==> config.mk <==
export PLATFORM = sky130hd
export DESIGN_NAME = rf_access_arbiter
export DESIGN_NICKNAME = d
export VERILOG_FILES = /design/src/rtl/rf_access_arbiter.sv
export SDC_FILE = /design/constraint.sdc
export NUM_CORES = 1
export LEC_CHECK = 0
export CAP_MARGIN = 10
export CORE_ASPECT_RATIO = 1.1
export CORE_UTILIZATION = 35
export CTS_BUF_LIST = sky130_fd_sc_hd__clkbuf_8
export CTS_CLUSTER_SIZE = 25
export DETAILED_ROUTE_END_ITERATION = 8
export PLACE_DENSITY = 0.73
export SLEW_MARGIN = 10
export SYNTH_ARGS = -nofsm -noshare
export SYNTH_HDL_FRONTEND = slang
export SYNTH_SLANG_ARGS = --single-unit
==> constraint.sdc <==
create_clock -name clk -period 1.8 [get_ports clk]
set_input_delay 0.27 -clock clk [delete_from_list [all_inputs] [get_ports clk]]
set_output_delay 0.27 -clock clk [all_outputs]
set_load 0.005 [all_outputs]
==> src/rtl/rf_access_arbiter.sv <==
// rf_access_arbiter
//
// Shares one single-ported register file between two requesters. A command
// is granted only while the controller is IDLE. Writes take two cycles
// (IDLE, ISSUE). Reads take three cycles (IDLE, ISSUE, CAPTURE) and end with
// a one-cycle response strobe.
//
// Ports
//   clk, reset_n            clock, asynchronous active-low reset
//   reqN_valid/ready        command handshake for requester N (N = 0, 1);
//                           ready is combinational and asserted only in IDLE
//   reqN_write              1 = write reqN_wdata to reqN_da, 0 = read
//   reqN_da/aa/ba           destination and operand register addresses
//   reqN_wdata              write data
//   rsp_valid               one-cycle read response strobe
//   rsp_id                  requester that owns the response
//   rsp_a/b/d               read data for AA, BA and DA; held until the next read
//   rf_reset                synchronous initialise request to the register file
//   rf_rw                   register file port mode, 0 = READ, 1 = WRITE
//   rf_da/aa/ba/wdata       registered register file command
//   rf_aout/bout/dout       register file read data, valid the cycle after a READ edge
//   busy                    high in every state except IDLE
//
// state   | meaning
// --------+-----------------------------------------------------------
// INIT    | rf_reset high for one cycle after reset, no grants
// IDLE    | arbitrate, latch the winning command
// ISSUE   | drive rf_rw from the latched write flag for one cycle
// CAPTURE | register the register file read data into rsp_*
module rf_access_arbiter #(
    parameter int ADDR_W = 4,
    parameter int DATA_W = 16
) (
    input  logic              clk,
    input  logic              reset_n,

    input  logic              req0_valid,
    output logic              req0_ready,
    input  logic              req0_write,
    input  logic [ADDR_W-1:0] req0_da,
    input  logic [ADDR_W-1:0] req0_aa,
    input  logic [ADDR_W-1:0] req0_ba,
    input  logic [DATA_W-1:0] req0_wdata,

    input  logic              req1_valid,
    output logic              req1_ready,
    input  logic              req1_write,
    input  logic [ADDR_W-1:0] req1_da,
    input  logic [ADDR_W-1:0] req1_aa,
    input  logic [ADDR_W-1:0] req1_ba,
    input  logic [DATA_W-1:0] req1_wdata,

    output logic              rsp_valid,
    output logic              rsp_id,
    output logic [DATA_W-1:0] rsp_a,
    output logic [DATA_W-1:0] rsp_b,
    output logic [DATA_W-1:0] rsp_d,

    output logic              rf_reset,
    output logic              rf_rw,
    output logic [ADDR_W-1:0] rf_da,
    output logic [ADDR_W-1:0] rf_aa,
    output logic [ADDR_W-1:0] rf_ba,
    output logic [DATA_W-1:0] rf_wdata,
    input  logic [DATA_W-1:0] rf_aout,
    input  logic [DATA_W-1:0] rf_bout,
    input  logic [DATA_W-1:0] rf_dout,

    output logic              busy
);

    typedef enum logic [1:0] {
        INIT    = 2'd0,
        IDLE    = 2'd1,
        ISSUE   = 2'd2,
        CAPTURE = 2'd3
    } state_t;

    state_t state;

    // Last granted requester. It also names the owner of the command in
    // flight, so it doubles as the response id source in CAPTURE.
    logic last_grant;
    logic write_flag;

    logic              grant0;
    logic              grant1;
    logic              cmd_write;
    logic [ADDR_W-1:0] cmd_da;
    logic [ADDR_W-1:0] cmd_aa;
    logic [ADDR_W-1:0] cmd_ba;
    logic [DATA_W-1:0] cmd_wdata;

    // Round-robin: on a tie the requester not granted last wins.
    always_comb begin
        grant0 = 1'b0;
        grant1 = 1'b0;
        if (state == IDLE) begin
            if (req0_valid && req1_valid) begin
                grant0 = last_grant;
                grant1 = ~last_grant;
            end else begin
                grant0 = req0_valid;
                grant1 = req1_valid;
            end
        end
    end

    always_comb begin
        cmd_write = req0_write;
        cmd_da    = req0_da;
        cmd_aa    = req0_aa;
        cmd_ba    = req0_ba;
        cmd_wdata = req0_wdata;
        if (grant1) begin
            cmd_write = req1_write;
            cmd_da    = req1_da;
            cmd_aa    = req1_aa;
            cmd_ba    = req1_ba;
            cmd_wdata = req1_wdata;
        end
    end

    assign req0_ready = grant0;
    assign req1_ready = grant1;

    always_ff @(posedge clk or negedge reset_n) begin
        if (!reset_n) begin
            state      <= INIT;
            rf_reset   <= 1'b1;
            rf_rw      <= 1'b0;
            rf_da      <= '0;
            rf_aa      <= '0;
            rf_ba      <= '0;
            rf_wdata   <= '0;
            rsp_valid  <= 1'b0;
            rsp_id     <= 1'b0;
            rsp_a      <= '0;
            rsp_b      <= '0;
            rsp_d      <= '0;
            busy       <= 1'b1;
            last_grant <= 1'b1;
            write_flag <= 1'b0;
        end else begin
            // Both strobes are single-cycle by default; only the transitions
            // below raise them.
            rf_rw     <= 1'b0;
            rsp_valid <= 1'b0;
            case (state)
                INIT: begin
                    state    <= IDLE;
                    rf_reset <= 1'b0;
                    busy     <= 1'b0;
                end
                IDLE: begin
                    if (grant0 || grant1) begin
                        state      <= ISSUE;
                        busy       <= 1'b1;
                        last_grant <= grant1;
                        write_flag <= cmd_write;
                        rf_rw      <= cmd_write;
                        rf_da      <= cmd_da;
                        rf_aa      <= cmd_aa;
                        rf_ba      <= cmd_ba;
                        rf_wdata   <= cmd_wdata;
                    end
                end
                ISSUE: begin
                    if (write_flag) begin
                        state <= IDLE;
                        busy  <= 1'b0;
                    end else begin
                        state <= CAPTURE;
                    end
                end
                CAPTURE: begin
                    rsp_a     <= rf_aout;
                    rsp_b     <= rf_bout;
                    rsp_d     <= rf_dout;
                    rsp_id    <= last_grant;
                    rsp_valid <= 1'b1;
                    state     <= IDLE;
                    busy      <= 1'b0;
                end
                default: begin
                    state    <= INIT;
                    rf_reset <= 1'b1;
                    busy     <= 1'b1;
                end
            endcase
        end
    end

endmodule

==> flow_summary.ini, run 1 <==
[status]
status = finished with violations
violations = DRC

[setup_path]
crit_type = reg2out
cp-start-kind = register
required_ns = 1.53
cp.arrival_ns = 1.43
cp-end-kind = output pin
path_max_fanout = 2

[synthesis]
yosys-top-cells-area = dfrtp_1 (58%), mux2_2 (15%), o311ai_1 (7.1%)
ys_seq_elements = 85
synth-warning-count = 0
synth_top_area_share_pct = 57.5
ys.flop_type = dfrtp_1
syn_inst = 294
synth-edff-count = 0
yosysTopAreaCell = dfrtp_1
synth_nets = 404
seq_area_frac_synth_pct = 59.7
synth_area_per_cell_um2 = 12.1
synthArstFlopShare_pct = 100
synth_cell_types = 22
syn-cell-area_um2 = 3570

[clock_network]
ctsRootBufferMaster = clkbuf_8
clkTransAtPathRegs_ns = 0.08
htreeDepth = 3
cts.sinks = 85
clock_latency_ns = 0.34
cts_tree = built
clock_path_buffers = 2
cts_buffers = 9

[floorplanning]
core_area_um2 = 9890
num_io_pins = 193
start_util_pct = 36.1
fp-row-count = 38
die_height_um = 108
die_w_um = 98.3
dieArea_um2 = 10600

[global_route]
grt_start_max_net_pins = 44
track_usage_pct = 18.8
antenna_found_initial = 0
gr-total-overflow = 0
first_global_vias = 3131
grt_pass1_wl_um = 15500

[detailed_routing]
drt_wl_total_um = 9730
drt-wirelength-per-cell_um = 15.8
drc = 12
dr.first_iter.drc_count = 128
via_count = 3061
drt_first_pass_iters = 7
antenna_left = 0
via_per_inst = 4.98

[layout]
finalNonFillerCells = 615
n_antenna_cell = 0
area_growth_pct = 65.6
fin_area_um2 = 5910
final_nets = 600
drive_above_1_share_pct = 18.0
post-route-util_pct = 59.8

[sta]
period_minus_slack_ns = 1.70
worst_slew_pin_slew_ns = 0.477
hold_viol = 0
timing.slew.headroom_pct = 68.2
setup_viol_count_final = 0
finClkSkew_ns = 0.00818
final_max_slew_viol_count = 0
rsz0062_at_grt = false
fin_crit_sh_pct = 94.7
max_freq_mhz = 587

[power]
leakage_uw = 0.00248
p_per_area_nw_per_um2 = 1620
power_frac_comb_pct = 49.9
p_clk_share_pct = 14.6
ir_worst_vdd_mv = 0.941
power_switching_uw = 2890
sw_frac_of_total_pct = 30.2
p_int_uw = 6670
p_seq_share_pct = 35.4

[placed_design]
routabilityCongestion = 0.744
place_hpwl_um = 6820
placed_cell_area_um2 = 5670
dp.cells = 595
port_buffers = 192

[job]
maxCapViolCount = 0

[hold_path]
worstHoldPathType = in2async
## area by class of cell
cell class | instances | area [um2]
timing repair buffer | 209 | 2090
tap | 120 | 150
clock inverter | 4 | 46.3
clock buffer | 12 | 165
fill | 856 | 3980
sequential | 85 | 2130
multi-input combinational | 153 | 1200
inverter | 32 | 120
## routing by layer
metal  part of all wire (%)  GRT usage (%)  wire, um
met1                     41           22.9      3950
met2                     48           30.8      4710
met3                    9.6           7.01       931
met4                    1.3           6.18       131
met5                      0              0         0
## final timing paths
path,from,endpoint,slack [ns],cells past startpoint
setup / recovery,state[1],req1_ready,0.1,4
hold / removal,reset_n,rf_aa[3],0.43,2
setup reg to reg,state[1],rf_wdata[5],0.26,5
hold reg to reg,rf_reset,rf_reset,0.47,1
max in group asynchronous,reset_n,rsp_b[14],0.78,3
min in group clk,rf_reset,rf_reset,0.47,1
## worst max-delay path: stages, from the launching register on
cell and delay (ns):
dfrtp_1 0.38, buf_4 0.14, and3b_1 0.23, and2_4 0.15
clkdlybuf4s15_1 0.20
## power groups by stage
stage               Combinational (uW)  Clock, uW  Sequential, uW
floorplan                         1960          0            3470
CTS                               4820       1450            3400
global placement                  4670          0            3380
detailed placement                4770          0            3430
finish                            4780       1400            3390
global route                      5150       1540            3520
## flip-flops by register name (all words and copies together), names as in the netlist, 2 cells and up
register and count:
rf_wdata 16, rsp_a 16, rsp_b 16, rsp_d 16, rf_aa 4, rf_ba 4, rf_da 4, state 2
## repair_timing
action	CTS	global route
endpoints found under the setup margin	2	1
hold buffers	1	0
endpoints found under the hold margin	30	0
buffers inserted	2	1
resized for setup	3	3
## cells in the mapped netlist, drive strengths merged, types with 2 or more instances
library cell / instances
inv: 32
dfrtp: 82
nor2: 2
dfstp: 3
buf: 11
clkbuf: 13
nand2: 5
nand3: 29
o311ai: 29
o21ai: 30
mux2: 49
## cells by family (layout without fill, tap and decap cells)
| group | count (synthesis) | after routing | share of synthesized area [%] |
|---|---|---|---|
| multiplexers | 49 | 49 | 15.5 |
| AO/OA/AOI/OAI | 64 | 64 | 12.3 |
| flip-flops | 85 | 85 | 59.7 |
| buffers and inverters | 56 | 257 | 6.80 |
| AND/OR/NAND/NOR | 40 | 40 | 5.68 |
## cell usage in the layout (no fill, tap or decap), types with 2 or more instances in the layout
cell               n
clkdlybuf4s50_1  189
dfrtp_1           81
o311ai_1          29
clkbuf_8          12
dfstp_2            3
nand3_1           29
buf_4             13
nand2_1            4
nor2_1             2
mux2_2            49
o21ai_0           29
buf_12             4
inv_1             33
## through the flow
stage	power, uW	setup TNS (ns)	setup WS, ns	hold slack, ns
detailed placement	8200	-0.0462	-0.0462	0.262
global placement	8060	-0.0337	-0.0337	0.255
finish	9570	0	0.0961	0.427
floorplan	5430	0	0.498	-0.0256
global route	10200	0	0.0121	0.446
CTS	9670	0	0.00224	0.424
Power figures use the tool's default switching activity.
==> run 2, diff against run 1 <==
--- a/config.mk
+++ b/config.mk
@@ -6,12 +6,15 @@
 export NUM_CORES = 1
 export LEC_CHECK = 0
 export CAP_MARGIN = 10
+export CELL_PAD_IN_SITES_DETAIL_PLACEMENT = 0
+export CELL_PAD_IN_SITES_GLOBAL_PLACEMENT = 1
 export CORE_ASPECT_RATIO = 1.1
-export CORE_UTILIZATION = 35
+export CORE_UTILIZATION = 27
 export CTS_BUF_LIST = sky130_fd_sc_hd__clkbuf_8
 export CTS_CLUSTER_SIZE = 25
 export DETAILED_ROUTE_END_ITERATION = 8
-export PLACE_DENSITY = 0.73
+export HOLD_SLACK_MARGIN = 0.08
+export PLACE_DENSITY = 0.78
 export SLEW_MARGIN = 10
 export SYNTH_ARGS = -nofsm -noshare
 export SYNTH_HDL_FRONTEND = slang
==> constraint.sdc (replaced) <==
create_clock -name clk -period 1.5 [get_ports clk]
set_input_delay 0.225 -clock clk [delete_from_list [all_inputs] [get_ports clk]]
set_output_delay 0.225 -clock clk [all_outputs]
set_load 0.005 [all_outputs]
==> run 2 against run 1 <==
Net effect: the run ends with DRC, setup timing left; clock power rose by 5%; critical path type unchanged; cell area rose by 10%; final cell count rose by 7.5%; global-route usage fell by 2.8 points; flip-flop and latch count did not move; power rose by 32%; sequential share of layout area fell by 3.3 points; register-to-register slack got worse by 0.35 ns; largest power group unchanged; sequential power rose by 20%; non-clock buffer count rose by 9; clock skew barely moved; via count rose by 4.3%.
==> flow_summary.ini, run 2 (synthesis results as in run 1) <==
[global_route]
track_usage_pct = 15.9
first_global_vias = 3222
grt_start_max_net_pins = 47
gr-total-overflow = 0
antenna_found_initial = 0
grt_pass1_wl_um = 16800

[detailed_routing]
antenna_left = 0
drt-wirelength-per-cell_um = 17.4
dr.first_iter.drc_count = 171
drt_first_pass_iters = 6
via_count = 3193
via_per_inst = 4.83
drt_wl_total_um = 11500
drc = 19

[setup_path]
cp-start-kind = register
r2r-start = state[1]
cp-end-kind = output pin
cp.arrival_ns = 1.38
required_ns = 1.27
endpoint = req0_ready
r2r_end = rf_wdata[10]
r2r_setup_slack_ns = -0.09
path_max_fanout = 2
crit_type = reg2out
rr_worst_depth = 7
startpoint = state[1]

[floorplanning]
start_util_pct = 28.0
core_area_um2 = 12800
die_height_um = 123
num_io_pins = 193
fp-row-count = 43
die_w_um = 112
dieArea_um2 = 13700

[sta]
setup_viol_count_final = 31
timing.slew.headroom_pct = 73.5
fin_crit_sh_pct = 107
finalWorstSetupSlack_ns = -0.101
final_max_slew_viol_count = 0
period_minus_slack_ns = 1.60
finClkSkew_ns = 0.00809
max_freq_mhz = 624
hold_viol = 0
rsz0062_at_grt = true
worst_slew_pin_slew_ns = 0.397
hold_ws_ns = 0.348
tns_ns = -1.67

[hold_path]
worstHoldPathType = in2async

[clock_network]
cts.sinks = 85
cts_tree = built
clock_latency_ns = 0.35
clkTransAtPathRegs_ns = 0.09
clock_path_buffers = 2
ctsRootBufferMaster = clkbuf_8
cts_buffers = 9
htreeDepth = 3

[power]
power_frac_comb_pct = 56.0
ir_worst_vdd_mv = 1.08
sw_frac_of_total_pct = 33.7
p_per_area_nw_per_um2 = 1940
p_clk_share_pct = 11.7
p_int_uw = 8360
power.total_uw = 12600
leakage_uw = 0.00294
power_switching_uw = 4240
p_seq_share_pct = 32.4

[placed_design]
routabilityCongestion = 0.715
port_buffers = 192
placed_cell_area_um2 = 5750
pre_cts_ws_ns = -0.248
place_hpwl_um = 7500

[layout]
final_common_cell = clkdlybuf4s50_1
n_fill_cell = 1131
n_antenna_cell = 0
layout_common_cells = clkdlybuf4s50_1 (154), dfrtp_1 (82), mux2_2 (48), inv_1 (32), dlymetal6s2s_1 (31)
area_growth_pct = 82.3
fin_area_um2 = 6500
drive_above_1_share_pct = 28.6
final_nets = 609

[status]
violations = DRC, setup timing
status = finished with violations

[job]
maxCapViolCount = 0
[run 2: cell types whose count changed in the layout (fill, tap and decap cells not counted), moves of 5 or more]
cell	before	now
buf_6	0	5
clkdlybuf4s50_1	189	154
dlymetal6s2s_1	0	31
o21ai_0	29	4
o21ai_1	0	16
o21ai_2	1	9
o311ai_1	29	0
o311ai_2	0	23
o311ai_4	0	6
[run 2: routing by layer]
layer / GRT usage (%) / vias up / share of wire [%]
li1: - / 1456 / -
met1: 20.2 / 1577 / 42
met2: 25.8 / 148 / 49
met3: 5.19 / 12 / 8.2
met4: 5.24 / 0 / 1.2
met5: 0 / - / 0
[run 2: through the flow]
step                std cells  util [%]
finish                    661      51.0
global placement          634      45.1
detailed placement        634      45.1
floorplan                 294         -
CTS                       654      46.9
global route              661      51.0
[run 2: what timing repair did]
item                                    in CTS  in global routing
cloned                                       0                  4
pin swaps                                    1                  2
endpoints found under the setup margin       7                109
hold buffers                                 1                  0
gates resized for setup                     19                109
setup buffers                                3                  3
endpoints found under the hold margin       25                  0
[run 2: layout make-up]
type	count	area [um2]	share of cell area, %
Clock buffer	9	124	1.90
Clock inverter	7	50.0	0.770
Inverter	32	120	1.85
Multi-Input combinational cell	153	1550	23.9
Sequential cell	85	2130	32.8
Tap cell	157	196	3.02
Timing Repair Buffer	218	2330	35.8
[run 2: worst max-delay path, cell delays in order (launching register included)]
cell and delay (ns):
dfrtp_1 0.41, buf_6 0.13, and2b_2 0.22, nand2_2 0.05, a21oi_2 0.10, buf_2 0.12
[run 2: how the worst min path moves through the flow]
stage / end / startpoint
6_report: rsp_b[5] / reset_n
3_5_place_dp: rsp_b[5] / reset_n
3_3_place_gp: rsp_b[5] / reset_n
2_1_floorplan: rf_aa[0] / reset_n
4_1_cts: rsp_b[5] / reset_n
5_1_grt: rsp_b[5] / reset_n
[run 2: power groups by stage]
stage / clock (uW) / sequential, uW / combinational (uW)
after floorplan: 0 / 4160 / 2360
after global placement: 0 / 4060 / 5790
after detailed placement: 0 / 4120 / 5890
after CTS: 1530 / 4070 / 6000
after global routing: 1610 / 4230 / 7530
final: 1470 / 4080 / 7050
==> run 3, diff against run 2 <==
--- a/config.mk
+++ b/config.mk
@@ -19,3 +19,4 @@
 export SYNTH_ARGS = -nofsm -noshare
 export SYNTH_HDL_FRONTEND = slang
 export SYNTH_SLANG_ARGS = --single-unit
+export TNS_END_PERCENT = 10
==> run 3 against run 2 <==
Net effect: the run still ends with DRC, setup timing left; cell area down 6.0%; wire length down 6.6%; via count shrank 2.5%; critical path depth stayed put; die area unchanged; sequential share of layout area up 2.1 points; clock power hardly changed; combinational power shrank 14%; core utilization decreased by 3.1 points; register-to-register slack improved by 0.11 ns; non-clock buffer count down 6; largest cell class unchanged; largest power group unchanged.
==> flow_summary.ini, run 3 (synthesis results as in run 1) <==
[global_route]
gr-total-overflow = 0
grt_pass1_wl_um = 16700
grt_start_max_net_pins = 47
first_global_vias = 3208
track_usage_pct = 15.9
antenna_found_initial = 0

[floorplanning]
fp-row-count = 43
die_w_um = 112
die_height_um = 123
num_io_pins = 193
core_area_um2 = 12800
dieArea_um2 = 13700
start_util_pct = 28.0

[clock_network]
htreeDepth = 3
cts.sinks = 85
clkTransAtPathRegs_ns = 0.09
cts_tree = built
clock_path_buffers = 2
cts_buffers = 9
ctsRootBufferMaster = clkbuf_8
clock_latency_ns = 0.35

[sta]
finClkSkew_ns = 0.00695
final_max_slew_viol_count = 0
timing.slew.headroom_pct = 73.3
setup_viol_count_final = 2
rsz0062_at_grt = true
worst_slew_pin_slew_ns = 0.400
period_minus_slack_ns = 1.59
hold_viol = 0
max_freq_mhz = 628
fin_crit_sh_pct = 106
finalWorstSetupSlack_ns = -0.0913

[layout]
n_fill_cell = 1175
post-route-util_pct = 47.9
final-seq-area_um2 = 2130
layout_common_cells = clkdlybuf4s50_1 (156), dfrtp_1 (82), mux2_2 (49), inv_1 (32)
final_nets = 603
final_common_cell = clkdlybuf4s50_1
area_growth_pct = 71.3
drive_above_1_share_pct = 20.7
n_antenna_cell = 0
multi_input_area_um2 = 1260

[setup_path]
worst-path-buf-inv = 2
rr_worst_depth = 6
cp.arrival_ns = 1.37
crit_type = reg2out
r2r_setup_slack_ns = 0.02
cp-end-kind = output pin
path_max_fanout = 2
cp-start-kind = register
slowest_delay_ns = 0.41
cpLargestDelayFamily = flip-flops
required_ns = 1.27
path_depth = 5
cp_slowest_cell = dfrtp_1
crit_chain = buf_6, and2b_2, nand2_2, a21oi_2, buf_2

[status]
violations = DRC, setup timing
status = finished with violations

[placed_design]
port_buffers = 192
place_hpwl_um = 7500
pre_cts_ws_ns = -0.248
routabilityCongestion = 0.715

[detailed_routing]
via_per_inst = 4.75
antenna_left = 0
drc = 19
drt-wirelength-per-cell_um = 16.4
via_count = 3114
dr.first_iter.drc_count = 160
drt_first_pass_iters = 7
drt_wl_total_um = 10800

[power]
ir_worst_vdd_mv = 1.04
leakage_uw = 0.00280
p_per_area_nw_per_um2 = 1890

[hold_path]
worstHoldPathType = in2async

[job]
maxCapViolCount = 0
==> run 3: cell types whose count changed in the layout (fill, tap and decap cells not counted), sizes merged <==
| cell | previous run | this run |
|---|---|---|
| clkbuf | 12 | 10 |
| clkdlybuf4s50 | 154 | 156 |
| dlymetal6s2s | 31 | 29 |
| buf | 25 | 21 |
==> run 3: final timing paths <==
kind / start / to
hold / removal: reset_n / rsp_b[5]
setup reg to reg: state[1] / rf_aa[1]
min in group clk: req0_ba[0] / rf_ba[0]
max in group asynchronous: reset_n / rf_aa[3]
hold reg to reg: rf_reset / rf_reset
setup / recovery: state[1] / req0_ready
==> run 3: power by group <==
group | internal (uW) | leakage [uW] | switching, uW | total, uW
Combinational | 3710 | 0.00172 | 2340 | 6050
Sequential | 3490 | 0.000997 | 573 | 4060
Clock | 604 | 0.0000816 | 861 | 1460
==> run 3: area by class of cell <==
type / count / area share (%)
clock inverter: 7 / 0.819
timing repair buffer: 212 / 36.6
inverter: 32 / 1.96
tap: 157 / 3.21
sequential: 85 / 34.9
clock buffer: 9 / 2.03
multi-input combinational: 153 / 20.6
==> run 3: through the flow <==
step	total power [uW]	instance area [um2]	hold slack, ns	cells	TNS (ns)
6_report	11600	6110	0.351	655	-0.176
3_3_place_gp	9850	5750	0.185	634	-4.68
4_1_cts	11600	5960	0.338	654	-0.220
3_5_place_dp	10000	5750	0.179	634	-5.45
2_1_floorplan	6520	3570	-0.0706	294	0
5_1_grt	12400	6110	0.359	655	-0.868
==> run 3: per-layer routing <==
metal | GRT usage (%) | vias up | wire length (um) | part of all wire, %
met4 | 5.57 | 0 | 144 | 1.3
met3 | 5.23 | 12 | 1010 | 9.4
li1 | - | 1446 | - | -
met1 | 20.2 | 1508 | 4450 | 41
met2 | 25.4 | 148 | 5150 | 48
met5 | 0 | - | 0 | 0
==> run 3: worst register-to-register path, cell delays in order, from the launching register on <==
cell	delay, ns
dfrtp_1	0.41
buf_6	0.13
buf_4	0.14
nand2b_1	0.17
buf_12	0.18
o21ai_0	0.20
o311ai_1	0.13
==> run 3: timing repair <==
item,4_1_cts,5_1_grt
endpoints found under the hold margin,25,0
buffers inserted,3,0
hold buffers,1,0
endpoints found under the setup margin,7,105
gates resized for setup,16,63
gates cloned,0,1
pin swaps,1,1
